===== src/rtl/keypad_scan_decoder.sv =====
// 5x5 matrix keypad scanner with scan-level debounce and newhex/newop/eq strobes.
// Optional feature: define AUTO_REPEAT_EN for hex-digit auto-repeat while held.
module keypad_scan_decoder #(
  parameter int unsigned SCAN_DIV       = 1000,
  parameter int unsigned DEBOUNCE_SCANS = 4,
  parameter int unsigned REPEAT_SCANS   = 200
) (
  input  logic       clock,
  input  logic       reset,
  input  logic [4:0] row_n,
  output logic [4:0] col_n,
  output logic       newhex,
  output logic [3:0] hexcode,
  output logic       newop,
  output logic [1:0] opcode,
  output logic       eq
);

  localparam int unsigned DivW   = $clog2(SCAN_DIV);
  localparam int unsigned CntMax = (DEBOUNCE_SCANS > REPEAT_SCANS) ? DEBOUNCE_SCANS
                                                                   : REPEAT_SCANS;
  localparam int unsigned CntW   = $clog2(CntMax + 2);

  typedef enum logic [1:0] {StIdle, StConfirm, StHeld, StReleaseWait} state_e;

  logic [4:0]      row_meta_q, row_sync_q;
  logic [DivW-1:0] div_q;
  logic [2:0]      col_q;
  logic [24:0]     snap_q, snap_d;
  logic            sample, scan_done;

  logic [4:0]      n_pressed;
  logic [2:0]      res_c, res_r;
  logic            res_valid, match;

  state_e          state_q, state_d;
  logic [CntW-1:0] cnt_q, cnt_d, cnt_inc;
  logic [5:0]      cand_q, cand_d;
  logic            fire;
  logic [2:0]      key_c, key_r;
  logic            is_eq, is_op, is_hex;

  assign sample    = (div_q == DivW'(SCAN_DIV - 1));
  assign scan_done = sample && (col_q == 3'd4);
  assign col_n     = ~(5'b00001 << col_q);

  always_ff @(posedge clock or posedge reset) begin
    if (reset) begin
      row_meta_q <= 5'h1f;
      row_sync_q <= 5'h1f;
      div_q      <= '0;
      col_q      <= 3'd0;
      snap_q     <= '0;
    end else begin
      row_meta_q <= row_n;
      row_sync_q <= row_meta_q;
      snap_q     <= snap_d;
      if (sample) begin
        div_q <= '0;
        col_q <= (col_q == 3'd4) ? 3'd0 : col_q + 3'd1;
      end else begin
        div_q <= div_q + DivW'(1);
      end
    end
  end

  // Snapshot including the column being sampled this cycle, so evaluation sees a full scan.
  always_comb begin
    snap_d = snap_q;
    for (int c = 0; c < 5; c++) begin
      if (sample && (col_q == 3'(c))) snap_d[5*c +: 5] = ~row_sync_q;
    end
  end

  always_comb begin
    n_pressed = '0;
    res_c     = 3'd0;
    res_r     = 3'd0;
    for (int c = 0; c < 5; c++) begin
      for (int r = 0; r < 5; r++) begin
        if (snap_d[5*c+r]) begin
          n_pressed = n_pressed + 5'd1;
          res_c     = 3'(c);
          res_r     = 3'(r);
        end
      end
    end
    res_valid = (n_pressed == 5'd1) && ((res_c != 3'd4) || (res_r == 3'd0));
  end

  assign match   = res_valid && ({res_c, res_r} == cand_q);
  assign cnt_inc = cnt_q + CntW'(1);

  always_ff @(posedge clock or posedge reset) begin
    if (reset) begin
      state_q <= StReleaseWait;
      cnt_q   <= '0;
      cand_q  <= '0;
    end else begin
      state_q <= state_d;
      cnt_q   <= cnt_d;
      cand_q  <= cand_d;
    end
  end

`ifdef AUTO_REPEAT_EN
  logic cand_is_hex;
  assign cand_is_hex = (cand_q[5:3] != 3'd4) && (cand_q[2:0] != 3'd4);
`endif

  always_comb begin
    state_d = state_q;
    cnt_d   = cnt_q;
    cand_d  = cand_q;
    fire    = 1'b0;
    if (scan_done) begin
      unique case (state_q)
        StIdle: begin
          if (res_valid) begin
            cand_d = {res_c, res_r};
            if (DEBOUNCE_SCANS == 1) begin
              fire    = 1'b1;
              state_d = StHeld;
              cnt_d   = '0;
            end else begin
              state_d = StConfirm;
              cnt_d   = CntW'(1);
            end
          end
        end
        StConfirm: begin
          if (match) begin
            if (cnt_inc >= CntW'(DEBOUNCE_SCANS)) begin
              fire    = 1'b1;
              state_d = StHeld;
              cnt_d   = '0;
            end else begin
              cnt_d = cnt_inc;
            end
          end else begin
            state_d = StIdle;
            cnt_d   = '0;
          end
        end
        StHeld: begin
          if (!match) begin
            state_d = StReleaseWait;
            cnt_d   = CntW'(1);
          end
`ifdef AUTO_REPEAT_EN
          else if (cand_is_hex) begin
            if (cnt_inc >= CntW'(REPEAT_SCANS)) begin
              fire  = 1'b1;
              cnt_d = '0;
            end else begin
              cnt_d = cnt_inc;
            end
          end
`endif
        end
        StReleaseWait: begin
          if (res_valid) begin
            cnt_d = '0;
          end else if (cnt_inc >= CntW'(DEBOUNCE_SCANS)) begin
            state_d = StIdle;
            cnt_d   = '0;
          end else begin
            cnt_d = cnt_inc;
          end
        end
        default: state_d = StReleaseWait;
      endcase
    end
  end

  always_comb begin
    key_c  = cand_d[5:3];
    key_r  = cand_d[2:0];
    is_eq  = (key_c == 3'd4);
    is_op  = !is_eq && (key_r == 3'd4);
    is_hex = !is_eq && !is_op;
  end

  always_ff @(posedge clock or posedge reset) begin
    if (reset) begin
      newhex  <= 1'b0;
      newop   <= 1'b0;
      eq      <= 1'b0;
      hexcode <= 4'h0;
      opcode  <= 2'b00;
    end else begin
      newhex <= fire && is_hex;
      newop  <= fire && is_op;
      eq     <= fire && is_eq;
      if (fire && is_hex) hexcode <= {key_r[1:0], key_c[1:0]};
      if (fire && is_op)  opcode  <= key_c[1:0];
    end
  end

endmodule


===== config.mk =====
export PLATFORM = sky130hd
export DESIGN_NAME = keypad_scan_decoder
export DESIGN_NICKNAME = d
export VERILOG_FILES = /design/src/rtl/keypad_scan_decoder.sv
export SDC_FILE = /design/constraint.sdc
export NUM_CORES = 1
export LEC_CHECK = 0
export ABC_AREA = 0
export BUFFER_PORTS_ARGS = -buffer_cell sky130_fd_sc_hd__buf_2
export CAP_MARGIN = 10
export CORE_ASPECT_RATIO = 1.75
export CORE_UTILIZATION = 40
export CTS_BUF_LIST = sky130_fd_sc_hd__clkbuf_8
export DETAILED_ROUTE_END_ITERATION = 7
export SETUP_SLACK_MARGIN = 0.02
export SLEW_MARGIN = 20
export SYNTH_ARGS = -nofsm -noshare
export SYNTH_HDL_FRONTEND = slang
export SYNTH_SLANG_ARGS = --single-unit

===== constraint.sdc =====
create_clock -name clock -period 15.3 [get_ports clock]
set_input_delay 0.765 -clock clock [delete_from_list [all_inputs] [get_ports clock]]
set_output_delay 0.765 -clock clock [all_outputs]
set_load 0.05 [all_outputs]

== Word-level counts from Yosys, hierarchy flattened ==
Index checks and enable logic that the tools add are counted.
Word-level totals
  input port bits: 7
  register bits after elaboration: 73
  output and inout port bits: 14
Cells by class
  $add $sub $neg: 27
  reductions and logical operators: 20
  mux-type cells: 96
  equality and inequality tests: 18
  order comparisons: 1
  bitwise operators: 2
  shifts and indexed selects: 1
Operators by type and width (number)
  $mux 5: 29
  $mux 3: 43
  $add 5x1->5 const B: 24
  $mux 8: 5
  $pmux 8 s4: 1
  $mux 6: 3
  $logic_and 1x1->1: 12
  $mux 2: 6
  $add 10x1->10 const B: 1
  $eq 10x10->1 const B: 1
  $mux 10: 1
  $not 5->5: 2
  $eq 3x3->1 const B: 3
  $add 8x1->8 const B: 1
  $ge 8x3->1 const B: 1
  $ne 2x2->1 const B: 4
  $pmux 2 s4: 1
  $mux 1: 7
  $eq 3x2->1 const B: 2
  $eq 6x6->1: 1
  $logic_not 3->1: 2
  $ne 3x3->1 const B: 2
  $reduce_and 6->1: 1
  $eq 5x1->1 const B: 1
  other kinds (9): 11

== Depth between registers and ports, before layout ==
Gate-level depths: netlist of run 1.
  word-level depth: 63
  gate-level depth with buffers: 91
  depth with buffers taken out: 90

== Worst setup path before layout of run 1 ==
OpenSTA, ideal clock, no wires.
  path kind: register -> register
  from: register col_q[0]
  to: register hexcode[3]
  cell stages (with the launch flop): 88
  period minus slack after synthesis: 15597 ps
  data arrival time: 15473 ps
  setup time: 124 ps
  path slack: -297 ps
  cell sequence: dfrtp_1 inv_1 ha_1 nand2b_1 nor4_4 buf_4 a21boi_0 ha_1 xor2_1 ha_1 nand2_1 nand2_1 ha_1 nand2_1 nand2_1 ha_1 nor2_1 or3_1 [52 not listed] ha_1 mux2_2 ha_1 nand2_1 a21boi_0 inv_1 ha_1 nand2_1 o21ai_0 ha_1 nor2_1 mux2i_1 or3_1 nor3_2 nand3_1 clkbuf_1 mux2_2 a211o_1
Between the ends
  elaborated cells between the ends (all ways): 128
  those cells by class: 24 x add/sub; 9 x eq/ne; 80 x mux; 15 x reduce/logical
RTL lines
  from (decl): line 28  | logic [2:0] col_q;
  from (signal assigned): line 60  | col_q <= (col_q == 3'd4) ? 3'd0 : col_q + 3'd1;
  $logic_not 3->1: line 71  | if (sample && (col_q == 3'(c))) snap_d[5*c +: 5] = ~row_sync_q;
  $logic_and 1x1->1: line 71
  $mux 5: line 71
  $mux 1: line 81  | if (snap_d[5*c+r]) begin
  $add 5x1->5: line 82  | n_pressed = n_pressed + 5'd1;
  $mux 5: line 81
  $add 5x1->5: line 82
  $mux 5: line 81
  [47 not listed]
  $mux 6: line 117  | unique case (state_q)
  $mux 6 *: line 116  | if (scan_done) begin
  via cand_d[1]: line 38  | logic [5:0] cand_q, cand_d;
  $eq 3x3->1: line 180  | is_op = !is_eq && (key_r == 3'd4);
  $logic_and 1x1->1: line 180
  $logic_not 1->1: line 181  | is_hex = !is_eq && !is_op;
  $logic_and 1x1->1: line 181
  $logic_and 1x1->1: line 195  | if (fire && is_hex) hexcode <= {key_r[1:0], key_c[1:0]};
  to (signal assigned): line 195
  to (decl): line 13  | output logic [3:0] hexcode,
The timed path passes the listed nets; every way through them passes the cells marked *.
A chain may end at the register's enable or synchronous reset.

== Worst setup path after layout of run 1 ==
  from: register div_q[1]
  to: register hexcode[2]
Between the ends
  cells in the longest elaborated chain, start to end: 63
  elaborated cells between the ends (all ways): 124
  those cells by class: 24 x add/sub; 6 x eq/ne; 80 x mux; 14 x reduce/logical
RTL lines
  from (decl): line 27  | logic [DivW-1:0] div_q;
  from (signal assigned): line 62  | div_q <= div_q + DivW'(1);
  $eq 10x10->1 *: line 43  | assign sample = (div_q == DivW'(SCAN_DIV - 1));
  $logic_and 1x1->1: line 71
  $mux 5: line 71
  $mux 1: line 81
  $add 5x1->5: line 82
  $mux 5: line 81
  $add 5x1->5: line 82
  $mux 5: line 81
  [47 not listed]
  $mux 6: line 117
  $mux 6: line 116
  $eq 3x3->1: line 179  | is_eq = (key_c == 3'd4);
  $logic_not 1->1: line 180, 181
  $logic_and 1x1->1: line 180
  $logic_not 1->1: line 181
  $logic_and 1x1->1: line 181
  $logic_and 1x1->1: line 195
Mark *: on every way between the ends. The rest lies on a longest branch, timed or not.

==> Implementation_results.wiki, run 1 <==
{| class="wikitable"
! Metric !! Value
|-
| Crit path top cell by count || sky130_fd_sc_hd__ha_4
|-
| Area overhead of the layout relative to synthesis || 28.6%
|-
| Instance count of the mapped netlist || 728
|-
| Min-Delay Path Class || flop to flop
|-
| Data arrival time of the worst path || 14910 ps
|-
| Post-route minimum period || 14680 ps
|-
| Highest-delay cell along the critical path || sky130_fd_sc_hd__dfrtp_1
|-
| Number of synthesized flops with an enable pin || 0
|-
| H-tree level count || 3
|-
| Multi-input combinational cell area || 4900 sq um
|-
| Critical path buffer and inverter count || 8
|-
| Clock transition at the registers of the reported paths || 80 ps
|-
| Slowest cell delay on critical path || 420 ps
|-
| Post-Syn Nets || 765
|-
| Placer congestion estimate || 0.871
|-
| Worst endpoint required time || 15530 ps
|-
| Vias || 5773
|-
| Top-area cell type share of the netlist area || 23.5%
|-
| Max-capacitance violation count || 0
|-
| Start point of the critical path || div_q[1]
|-
| Maximum VDD drop || 79.2 uV
|-
| Top cells by area in the synthesized netlist || sky130_fd_sc_hd__dfrtp_1 (24%), sky130_fd_sc_hd__xnor2_1 (6.6%), sky130_fd_sc_hd__ha_1 (5.8%), sky130_fd_sc_hd__nand2_1 (5.3%), sky130_fd_sc_hd__dfstp_2 (4.9%)
|-
| Total routing usage reported by global routing || 20.8%
|-
| Area of all sequential standard cells || 1840 sq um
|-
| R2R setup slack || 620 ps
|-
| Reg2reg start || div_q[1]
|-
| CTS sink count || 73
|-
| Iter 0 DRT Violations || 223
|-
| Launch point of the worst hold path || row_meta_q[2]
|-
| Tightest hold margin || 365 ps
|-
| Row Count || 61
|-
| Fillers || 1444
|-
| Number of detailed-route iterations in the first pass || 4
|-
| Setup repair after global routing missed its margin || yes
|-
| Post-detailed-route via-to-cell ratio || 5.49
|-
| Accumulated negative setup slack || 0 ps
|-
| Area of the core || 15900 sq um
|-
| Final routed wirelength across all metal layers || 17200 um
|-
| Detailed placement HPWL || 13400 um
|-
| Setup violation total in the final timing report || 0
|-
| Synthesized area || 6490 sq um
|-
| Max Transition Viols Final || 0
|-
| Total die area || 16700 sq um
|-
| Count of state elements after synthesis || 73
|-
| Post-synth top flop || sky130_fd_sc_hd__dfrtp_1
|-
| Library cell occupying the most area in the post-synthesis netlist || sky130_fd_sc_hd__dfrtp_1
|-
| Initial antenna violation count || 0
|-
| Cell variety after synth || 83
|-
| Worst slew pin tran || 1070 ps
|-
| Remaining antenna violation count after routing || 0
|-
| TritonCTS Buffers || 9
|-
| Maximum fanout count along the critical path || 8
|-
| Die Wd || 98.3 um
|-
| CTS tree || done
|-
| Class of the most critical setup path || flop to flop
|-
| Number of cells after detailed placement || 1003
|-
| Max Clock Skew || 12.0 ps
|-
| Clock Latency Late Sink || 350 ps
|-
| Family with the most delay on the worst path || adder cells
|-
| Effective utilization at floorplan || 40.9%
|-
| Result of the run || finished, final reports clean
|-
| Most frequent cell after synthesis || sky130_fd_sc_hd__nand2_1
|-
| Clock Tree Root || sky130_fd_sc_hd__clkbuf_8
|-
| Ratio of final minimum period to clock period || 95.9%
|-
| Number of buffer cells added on primary ports || 20
|-
| Total number of nets in the final design || 894
|-
| Post-synthesis area per instance || 8.91 sq um
|-
| Layout cell share with drive strength beyond 1 || 32.7%
|-
| Synth cell count leaders || sky130_fd_sc_hd__nand2_1 (92), sky130_fd_sc_hd__nor2_1 (62), sky130_fd_sc_hd__dfrtp_1 (61), sky130_fd_sc_hd__xnor2_1 (49), sky130_fd_sc_hd__inv_1 (42)
|-
| Crit end category || flop
|-
| Post-CTS Hold Buffers || 0
|-
| Normalized max-slew margin || 27.5%
|-
| Fmax || 68.1 MHz
|-
| Die H || 170 um
|-
| Post-DR wirelength/cell || 16.4 um
|-
| Fin. Hold Viols || 0
|-
| Number of global-route vias before repair || 6116
|-
| Pwr Density || 44.2 nW/um^2
|-
| Global route overflow || 0
|-
| Sort of element at the start of the critical path || flop
|-
| First-pass GRT wire length || 28000 um
|-
| Leakage Power || 4.15 nW
|-
| Number of cells in the finished layout apart from fillers || 1051
|-
| Maximum clock path buffer count || 2
|-
| Syn. warnings || 0
|-
| Pin count of the biggest net entering global routing || 74
|-
| Overall power || 0.369 mW
|-
| Async SR Flop Fraction || 100%
|-
| Count of antenna diodes in the layout || 0
|-
| DRC errors left || 0
|-
| Number of top-level design ports || 21
|-
| Sequential-to-total area share from yosys stat || 28.4%
|}
layout make-up:
cell class | count | share of cell area [%]
Tap cell | 189 | 2.83
Clock buffer | 9 | 1.48
Multi-Input combinational cell | 589 | 58.7
Inverter | 51 | 2.32
Timing Repair Buffer | 133 | 11.5
Sequential cell | 73 | 22.1
Clock inverter | 7 | 1.08
layout by cell type, fill, tap and decap left out, drive strengths merged, types with 4 or more instances in the layout:
cell and count:
o211ai 8, a31oi 6, xnor3 15, nand2b 10
dfstp 12, o21ai 37, and2 13, clkbuf 9
nand4 7, o21a 8, a211oi 7, dfrtp 61
mux2 15, nor4 9, xor2 28, nand2 92
or3 5, mux2i 27, a21boi 6, nor3b 4
nor3 23, nand3 22, clkinv 7, nor2 62
inv 49, a21oi 31, o31ai 6, buf 133
ha 30, and3 16, xnor2 56, or4 5
sequential cells by signal, indices dropped and copies added, names as in the netlist, named ones only:
signal,flops
col_q,3
hexcode,4
snap_q,25
cnt_q,8
newhex,1
cand_q,6
div_q,10
opcode,2
row_sync_q,5
newop,1
state_q,1
eq,1
row_meta_q,5
stage by stage:
| step | util (%) | setup WS [ps] | instance area (sq um) |
|---|---|---|---|
| after floorplan | - | 51.8 | 6500 |
| after global placement | 46.5 | -117 | 7380 |
| after detailed placement | 46.5 | -673 | 7380 |
| after CTS | 49.4 | 29.1 | 7850 |
| after global routing | 52.6 | -142 | 8340 |
| final | 52.6 | 620 | 8340 |
cells by family (layout without fill, tap and decap cells):
group | Yosys count | after routing | synth area share, %
adder cells (fa/ha/maj) | 30 | 30 | 5.79
buffers and inverters | 66 | 200 | 4.05
XOR/XNOR | 101 | 101 | 18.8
AO/OA/AOI/OAI | 138 | 138 | 14.3
AND/OR/NAND/NOR | 278 | 278 | 21.2
multiplexers | 42 | 42 | 7.52
flip-flops | 73 | 73 | 28.4
path summary, 6_finish.rpt:
| kind | endpoint | depth (start not counted) |
|---|---|---|
| min reg2reg | row_sync_q[2] | 0 |
| min in group asynchronous | div_q[0] | 3 |
| min | row_sync_q[2] | 0 |
| max in group asynchronous | cand_q[5] | 3 |
| max | hexcode[2] | 90 |
| max reg2reg | hexcode[2] | 90 |
repair_timing:
item	CTS	global route
endpoints found under the setup margin	25	25
pin swaps	29	45
resized for setup	30	73
buffers inserted	17	15
routing by layer:
metal  global-route usage [%]  up-vias  part of all wire, %
met2                     43.8       93                   59
met4                     8.83        0                  3.8
met5                        0        -                    0
met1                     19.9     2818                   36
li1                         -     2818                    -
met3                     1.77       44                  1.6
report_power, final:
part | total, mW | switching [mW] | internal, mW
logic | 0.00944 | 0.00687 | 0.00256
registers | 0.197 | 0.00168 | 0.195
clock network | 0.162 | 0.0711 | 0.0909
No activity file was read; power rests on OpenSTA's default activity.
==> run 2, diff against run 1 <==
--- a/config.mk
+++ b/config.mk
@@ -8,10 +8,13 @@
 export ABC_AREA = 0
 export BUFFER_PORTS_ARGS = -buffer_cell sky130_fd_sc_hd__buf_2
 export CAP_MARGIN = 10
+export CELL_PAD_IN_SITES_DETAIL_PLACEMENT = 2
+export CELL_PAD_IN_SITES_GLOBAL_PLACEMENT = 2
 export CORE_ASPECT_RATIO = 1.75
-export CORE_UTILIZATION = 40
+export CORE_UTILIZATION = 37
 export CTS_BUF_LIST = sky130_fd_sc_hd__clkbuf_8
 export DETAILED_ROUTE_END_ITERATION = 7
+export PLACE_DENSITY_LB_ADDON = 0.1
 export SETUP_SLACK_MARGIN = 0.02
 export SLEW_MARGIN = 20
 export SYNTH_ARGS = -nofsm -noshare
==> Implementation_results.wiki, run 2 (synthesis gave the netlist of run 1 again) <==
{| class="wikitable"
! Metric !! Value
|-
| First-pass GRT wire length || 35900 um (was 28000 um)
|-
| Internal Power || 0.273 mW (was 0.289 mW)
|-
| Accumulated negative setup slack || -8630 ps (was 0 ps)
|-
| Clock Latency Late Sink || 380 ps (was 350 ps)
|-
| Leakage Power || 4.16 nW (was 4.15 nW)
|-
| Fin. Hold Viols || 0 (unchanged)
|-
| Commonest non-fill, non-tap cells in the layout || sky130_fd_sc_hd__buf_4 (112), sky130_fd_sc_hd__nand2_1 (74), sky130_fd_sc_hd__dfrtp_1 (61), sky130_fd_sc_hd__nor2_1 (53), sky130_fd_sc_hd__xnor2_1 (47) (was sky130_fd_sc_hd__buf_4 (111), sky130_fd_sc_hd__nand2_1 (78), sky130_fd_sc_hd__dfrtp_1 (61), sky130_fd_sc_hd__nor2_1 (54), sky130_fd_sc_hd__xnor2_1 (49))
|-
| Number of flip-flops under the largest register name || 25 (unchanged)
|-
| Final routed wirelength across all metal layers || 27000 um (was 17200 um)
|-
| Row Count || 63 (was 61)
|-
| Vias || 6196 (was 5773)
|-
| Placer congestion estimate || 0.839 (was 0.871)
|-
| Number of detailed-route iterations in the first pass || 4 (unchanged)
|-
| Crit end category || flop (unchanged)
|-
| Remaining antenna violation count after routing || 0 (unchanged)
|-
| Violations in the final reports || negative setup slack
|-
| Count of antenna diodes in the layout || 0 (unchanged)
|-
| Highest-delay cell along the critical path || sky130_fd_sc_hd__or4_1 (was sky130_fd_sc_hd__dfrtp_1)
|-
| TritonCTS Buffers || 9 (unchanged)
|-
| Sort of element at the start of the critical path || flop (unchanged)
|-
| Worst slew pin tran || 1080 ps (was 1070 ps)
|-
| Data arrival time of the worst path || 16140 ps (was 14910 ps)
|-
| Min-Delay Path Class || flop to flop (unchanged)
|-
| Global route overflow || 0 (unchanged)
|-
| Maximum VDD drop || 37.3 uV (was 79.2 uV)
|-
| Pin count of the biggest net entering global routing || 74 (unchanged)
|-
| H-tree level count || 3 (unchanged)
|-
| DRC errors left || 0 (unchanged)
|-
| Area overhead of the layout relative to synthesis || 32.0% (was 28.6%)
|-
| Post-layout worst setup margin || -579 ps (was 620 ps)
|-
| Area of the core || 17000 sq um (was 15900 sq um)
|-
| Logic gate share of total power || 2.8% (was 2.6%)
|-
| Number of global-route vias before repair || 6887 (was 6116)
|-
| Normalized max-slew margin || 27.6% (was 27.5%)
|-
| Iter 0 DRT Violations || 211 (was 223)
|-
| Post-route minimum period || 15880 ps (was 14680 ps)
|-
| Maximum fanout count along the critical path || 4 (was 8)
|-
| Result of the run || finished, violations left (was finished, final reports clean)
|-
| Number of top-level design ports || 21 (unchanged)
|-
| Part of the total power dissipated in sequential elements || 53.5% (about the same)
|-
| Die Wd || 102 um (was 98.3 um)
|-
| Met2 Wirelength || 16200 um (was 10100 um)
|-
| Largest registers || snap_q x25, div_q x10, cnt_q x8 (unchanged)
|-
| Uppermost signal routing layer after detailed routing || met4 (unchanged)
|-
| Routed length on met3 || 472 um (was 283 um)
|-
| Clock Tree Root || sky130_fd_sc_hd__clkbuf_8 (unchanged)
|-
| Leading cell type in the layout, fill and taps excluded || sky130_fd_sc_hd__buf_4 (unchanged)
|-
| Total number of nets in the final design || 900 (was 894)
|-
| Register ranked first by flip-flop count || snap_q (unchanged)
|-
| Pwr Density || 42.9 nW/um^2 (was 44.2 nW/um^2)
|-
| Fmax || 63.0 MHz (was 68.1 MHz)
|-
| Max Transition Viols Final || 0 (unchanged)
|-
| CTS sink count || 73 (unchanged)
|-
| Effective utilization at floorplan || 38.1% (was 40.9%)
|-
| Area of all sequential standard cells || 1840 sq um (unchanged)
|-
| Slowest cell delay on critical path || 500 ps (was 420 ps)
|-
| Clock transition at the registers of the reported paths || 100 ps (was 80 ps)
|-
| Post-detailed-route via-to-cell ratio || 5.66 (was 5.49)
|-
| Fillers || 1821 (was 1444)
|-
| Die H || 177 um (was 170 um)
|-
| Layout cell share with drive strength beyond 1 || 35.3% (was 32.7%)
|-
| Total routing usage reported by global routing || 26.1% (was 20.8%)
|-
| Met1 wire length || 9380 um (was 6160 um)
|-
| Fraction of power consumed by the clock network || 43.6% (was 44.0%)
|-
| Fraction of power spent switching nets || 25.7% (was 21.6%)
|-
| Post-DR wirelength/cell || 24.7 um (was 16.4 um)
|-
| Setup repair after global routing missed its margin || yes (unchanged)
|-
| Setup violation total in the final timing report || 25 (was 0)
|-
| Max-capacitance violation count || 0 (unchanged)
|-
| Crit path top cell by count || sky130_fd_sc_hd__ha_4 (unchanged)
|-
| Ratio of final minimum period to clock period || 104% (was 95.9%)
|-
| Initial antenna violation count || 0 (unchanged)
|-
| Detailed placement HPWL || 17300 um (was 13400 um)
|-
| Max Clock Skew || 16.5 ps (was 12.0 ps)
|-
| Post-CTS Hold Buffers || 0 (unchanged)
|-
| Multi-input combinational cell area || 5030 sq um (was 4900 sq um)
|-
| Total die area || 18100 sq um (was 16700 sq um)
|-
| Class of the most critical setup path || flop to flop (unchanged)
|-
| Maximum clock path buffer count || 2 (unchanged)
|-
| CTS tree || done (unchanged)
|-
| Switching component of the power || 0.0946 mW (was 0.0797 mW)
|-
| Number of buffer cells added on primary ports || 20 (unchanged)
|-
| Worst endpoint required time || 15560 ps (was 15530 ps)
|-
| Overall power || 0.368 mW (was 0.369 mW)
|}
==> run 2: cell type report <==
cell class                 count  area share (%)
clock buffer                   9            1.45
inverter                      51            2.26
sequential                    73            21.5
tap                          227            3.32
multi-input combinational    589            58.7
clock inverter                 7           0.833
timing repair buffer         139            11.9
==> run 2: path summary, 6_finish.rpt <==
kind,startpoint,end,slack (ps),cells past startpoint
hold / removal,row_meta_q[1],row_sync_q[1],370,0
setup reg to reg,div_q[1],opcode[0],-580,87
min in group asynchronous,reset,div_q[1],670,3
setup / recovery,div_q[1],opcode[0],-580,87
max in group asynchronous,reset,snap_q[23],13990,3
hold reg to reg,row_meta_q[1],row_sync_q[1],370,0
==> run 2: per-layer routing <==
layer	track usage, %	vias up
met5	0	-
met4	11.0	0
met3	1.86	67
met2	53.7	105
met1	25.2	3197
li1	-	2827
==> run 2: power groups by stage <==
stage                     sequential (mW)  clock [mW]  combinational (mW)
after floorplan                     0.199           0             0.00593
after global placement              0.200           0             0.00959
after detailed placement            0.200           0             0.00993
after CTS                           0.197       0.161             0.00997
after global routing                0.197       0.169              0.0115
final                               0.197       0.160              0.0104
==> run 2: worst max-delay path: cells and delay by family, from the launching register on <==
kind | cells | cell delay [ps]
xor+xnor | 2 | 590
compound gates | 19 | 2950
fa+ha+maj | 21 | 5590
buf+inv | 9 | 1080
mux | 4 | 1030
flops | 1 | 420
simple gates | 32 | 4030
==> run 2: per-stage QoR <==
stage	std cells	setup WS (ps)	hold WS [ps]	instance area, sq um	util [%]
2_1_floorplan	728	51.8	345	6500	-
3_3_place_gp	1047	-55.3	347	7470	43.9
3_5_place_dp	1047	-1170	350	7470	43.9
4_1_cts	1076	-261	363	7910	46.5
5_1_grt	1095	-1080	370	8560	50.3
6_report	1095	-579	365	8560	50.3
==> run 2: what timing repair did <==
item / in CTS / in global routing
setup endpoints to repair: 25 / 25
pin swaps: 25 / 50
setup buffers: 13 / 21
resized for setup: 37 / 97
==> run 3, diff against run 2 <==
--- a/config.mk
+++ b/config.mk
@@ -11,7 +11,7 @@
 export CELL_PAD_IN_SITES_DETAIL_PLACEMENT = 2
 export CELL_PAD_IN_SITES_GLOBAL_PLACEMENT = 2
 export CORE_ASPECT_RATIO = 1.75
-export CORE_UTILIZATION = 37
+export CORE_UTILIZATION = 40
 export CTS_BUF_LIST = sky130_fd_sc_hd__clkbuf_8
 export DETAILED_ROUTE_END_ITERATION = 7
 export PLACE_DENSITY_LB_ADDON = 0.1
==> constraint.sdc (replaced) <==
create_clock -name clock -period 15.5 [get_ports clock]
set_input_delay 0.775 -clock clock [delete_from_list [all_inputs] [get_ports clock]]
set_output_delay 0.775 -clock clock [all_outputs]
set_load 0.05 [all_outputs]
==> Implementation_results.wiki, run 3 (synthesis gave the netlist of run 1 again) <==
{| class="wikitable"
! Metric !! Value
|-
| Number of top-level design ports || 21 (unchanged)
|-
| Row Count || 61 (was 63)
|-
| Max-capacitance violation count || 0 (unchanged)
|-
| Number of global-route vias before repair || 7549 (was 6887)
|-
| Worst slew pin tran || 1200 ps (was 1080 ps)
|-
| Vias || 6885 (was 6196)
|-
| Area of all sequential standard cells || 1840 sq um (unchanged)
|-
| Depth of the worst hold-timing path || 0 (unchanged)
|-
| Post-route minimum period || 16700 ps (was 15880 ps)
|-
| R2R setup slack || -1200 ps (was -580 ps)
|-
| Pin count of the biggest net entering global routing || 74 (unchanged)
|-
| Die H || 170 um (was 177 um)
|-
| Largest registers || snap_q x25, div_q x10, cnt_q x8 (unchanged)
|-
| Result of the run || finished, violations left (unchanged)
|-
| Fin. Hold Viols || 0 (unchanged)
|-
| Placer congestion estimate || 0.803 (was 0.839)
|-
| Area of the core || 15900 sq um (was 17000 sq um)
|-
| Max Transition Viols Final || 0 (unchanged)
|-
| Clock transition at the registers of the reported paths || 90 ps (was 100 ps)
|-
| Number of buffer cells added on primary ports || 20 (unchanged)
|-
| CTS sink count || 73 (unchanged)
|-
| Max Clock Skew || 13.3 ps (was 16.5 ps)
|-
| CTS tree || done (unchanged)
|-
| Maximum fanout count along the critical path || 4 (unchanged)
|-
| Cell count of the worst reg-to-reg path || 91 (was 87)
|-
| Die Wd || 98.3 um (was 102 um)
|-
| Maximum clock path buffer count || 2 (unchanged)
|-
| Post-DR wirelength/cell || 32.2 um (was 24.7 um)
|-
| Remaining antenna violation count after routing || 0 (unchanged)
|-
| H-tree level count || 3 (unchanged)
|-
| Overall power || 0.385 mW (was 0.368 mW)
|-
| Final routed wirelength across all metal layers || 35100 um (was 27000 um)
|-
| Global route overflow || 0 (unchanged)
|-
| Number of flip-flops under the largest register name || 25 (unchanged)
|-
| Class of the most critical setup path || flop to flop (unchanged)
|-
| Clock Latency Late Sink || 380 ps (about the same)
|-
| Total number of nets in the final design || 932 (was 900)
|-
| Total die area || 16700 sq um (was 18100 sq um)
|-
| Setup violation total in the final timing report || 25 (unchanged)
|-
| Normalized max-slew margin || 19.4% (was 27.6%)
|-
| Number of detailed-route iterations in the first pass || 7 (was 4)
|-
| TritonCTS Buffers || 9 (unchanged)
|-
| Fillers || 1609 (was 1821)
|-
| Ratio of final minimum period to clock period || 108% (was 104%)
|-
| Pwr Density || 43.0 nW/um^2 (was 42.9 nW/um^2)
|-
| Post-detailed-route via-to-cell ratio || 6.32 (was 5.66)
|-
| Commonest non-fill, non-tap cells in the layout || sky130_fd_sc_hd__buf_4 (136), sky130_fd_sc_hd__nand2_1 (67), sky130_fd_sc_hd__dfrtp_1 (61), sky130_fd_sc_hd__nor2_1 (51), sky130_fd_sc_hd__xnor2_1 (48) (was sky130_fd_sc_hd__buf_4 (112), sky130_fd_sc_hd__nand2_1 (74), sky130_fd_sc_hd__dfrtp_1 (61), sky130_fd_sc_hd__nor2_1 (53), sky130_fd_sc_hd__xnor2_1 (47))
|-
| Reg2reg start || div_q[1] (unchanged)
|-
| DRC errors left || 1 (was 0)
|-
| Iter 0 DRT Violations || 379 (was 211)
|-
| Capturing point of the worst reg2reg path || hexcode[0] (was opcode[0])
|-
| Fmax || 59.9 MHz (was 63.0 MHz)
|-
| Slowest cell delay on critical path || 410 ps (was 500 ps)
|-
| Multi-input combinational cell area || 5170 sq um (was 5030 sq um)
|-
| Data arrival time of the worst path || 16960 ps (was 16140 ps)
|-
| Count of antenna diodes in the layout || 0 (unchanged)
|-
| Crit end category || flop (unchanged)
|-
| Effective utilization at floorplan || 40.9% (was 38.1%)
|-
| Register ranked first by flip-flop count || snap_q (unchanged)
|-
| First-pass GRT wire length || 43700 um (was 35900 um)
|-
| Leakage Power || 4.36 nW (was 4.16 nW)
|-
| Sort of element at the start of the critical path || flop (unchanged)
|-
| Clock Tree Root || sky130_fd_sc_hd__clkbuf_8 (unchanged)
|-
| Maximum VDD drop || 86.0 uV (was 37.3 uV)
|-
| Violations in the final reports || design-rule violations, negative setup slack (was negative setup slack)
|-
| Launch point of the worst hold path || row_meta_q[4] (was row_meta_q[1])
|-
| Area overhead of the layout relative to synthesis || 38.0% (was 32.0%)
|-
| Min-Delay Path Class || flop to flop (unchanged)
|-
| Highest-delay cell along the critical path || sky130_fd_sc_hd__or3_4 (was sky130_fd_sc_hd__or4_1)
|-
| Post-layout worst setup margin || -1200 ps (was -579 ps)
|-
| Accumulated negative setup slack || -24110 ps (was -8630 ps)
|-
| Leading cell type in the layout, fill and taps excluded || sky130_fd_sc_hd__buf_4 (unchanged)
|-
| Setup repair after global routing missed its margin || yes (unchanged)
|-
| Layout cell share with drive strength beyond 1 || 40.1% (was 35.3%)
|-
| Total routing usage reported by global routing || 34.4% (was 26.1%)
|-
| Initial antenna violation count || 0 (unchanged)
|-
| Crit path top cell by count || sky130_fd_sc_hd__ha_4 (unchanged)
|-
| Worst hold endpoint || row_sync_q[4] (was row_sync_q[1])
|-
| Detailed placement HPWL || 16600 um (was 17300 um)
|-
| Worst endpoint required time || 15760 ps (was 15560 ps)
|}
[run 3: worst max-delay path, delay by kind of cell (launching register included)]
| kind | cells | cell delay, ps |
|---|---|---|
| adder cells (fa/ha/maj) | 23 | 6280 |
| AND/OR/NAND/NOR | 38 | 4880 |
| AO/OA/AOI/OAI | 19 | 3320 |
| buffers and inverters | 8 | 1000 |
| multiplexers | 3 | 690 |
| flip-flops | 1 | 370 |
[run 3: repair_timing]
item | in CTS | in global routing
endpoints found under the setup margin | 25 | 25
hold buffers | 0 | 0
pin swaps | 31 | 61
buffers inserted | 48 | 49
gates resized for setup | 56 | 126
[run 3: final cells by class]
cell class / instances / share of cell area (%)
Clock buffer: 9 / 1.38
Clock inverter: 7 / 0.978
Inverter: 51 / 2.17
Multi-Input combinational cell: 589 / 57.8
Sequential cell: 73 / 20.6
Tap cell: 189 / 2.64
Timing Repair Buffer: 171 / 14.5
[run 3: stage by stage]
stage / area [sq um] / setup WS [ps] / instances / hold WS [ps] / util, %
after floorplan: 6490 / 83.3 / 728 / 345 / -
after detailed placement: 7200 / -1280 / 982 / 347 / 45.4
after CTS: 8080 / 26.6 / 1046 / 356 / 50.9
after global routing: 8950 / -1530 / 1089 / 360 / 56.4
final: 8950 / -1200 / 1089 / 353 / 56.4
after global placement: 7200 / -447 / 982 / 347 / 45.4
[run 3: worst max path at each step]
stage,from,end,slack (ps),cells past startpoint
floorplan,col_q[0],hexcode[3],80,87
global placement,div_q[1],opcode[0],-450,89
detailed placement,div_q[1],opcode[0],-1280,89
CTS,div_q[1],hexcode[0],30,90
global route,div_q[1],hexcode[0],-1530,91
finish,div_q[1],hexcode[0],-1200,91
[run 3: power breakdown]
part | leakage, nW | internal [mW] | switching (mW)
Sequential | 0.964 | 0.193 | 0.00226
Combinational | 3.29 | 0.00205 | 0.00819
Clock | 0.108 | 0.0895 | 0.0898
Total | 4.36 | 0.284 | 0.100
[run 3: layer usage]
layer / global-route usage [%] / up-vias / share of wire [%]
met5: 0 / - / 0
met1: 33.3 / 3507 / 35
li1: - / 2901 / -
met2: 68.3 / 311 / 54
met4: 20.7 / 0 / 7.6
met3: 3.86 / 166 / 3.7
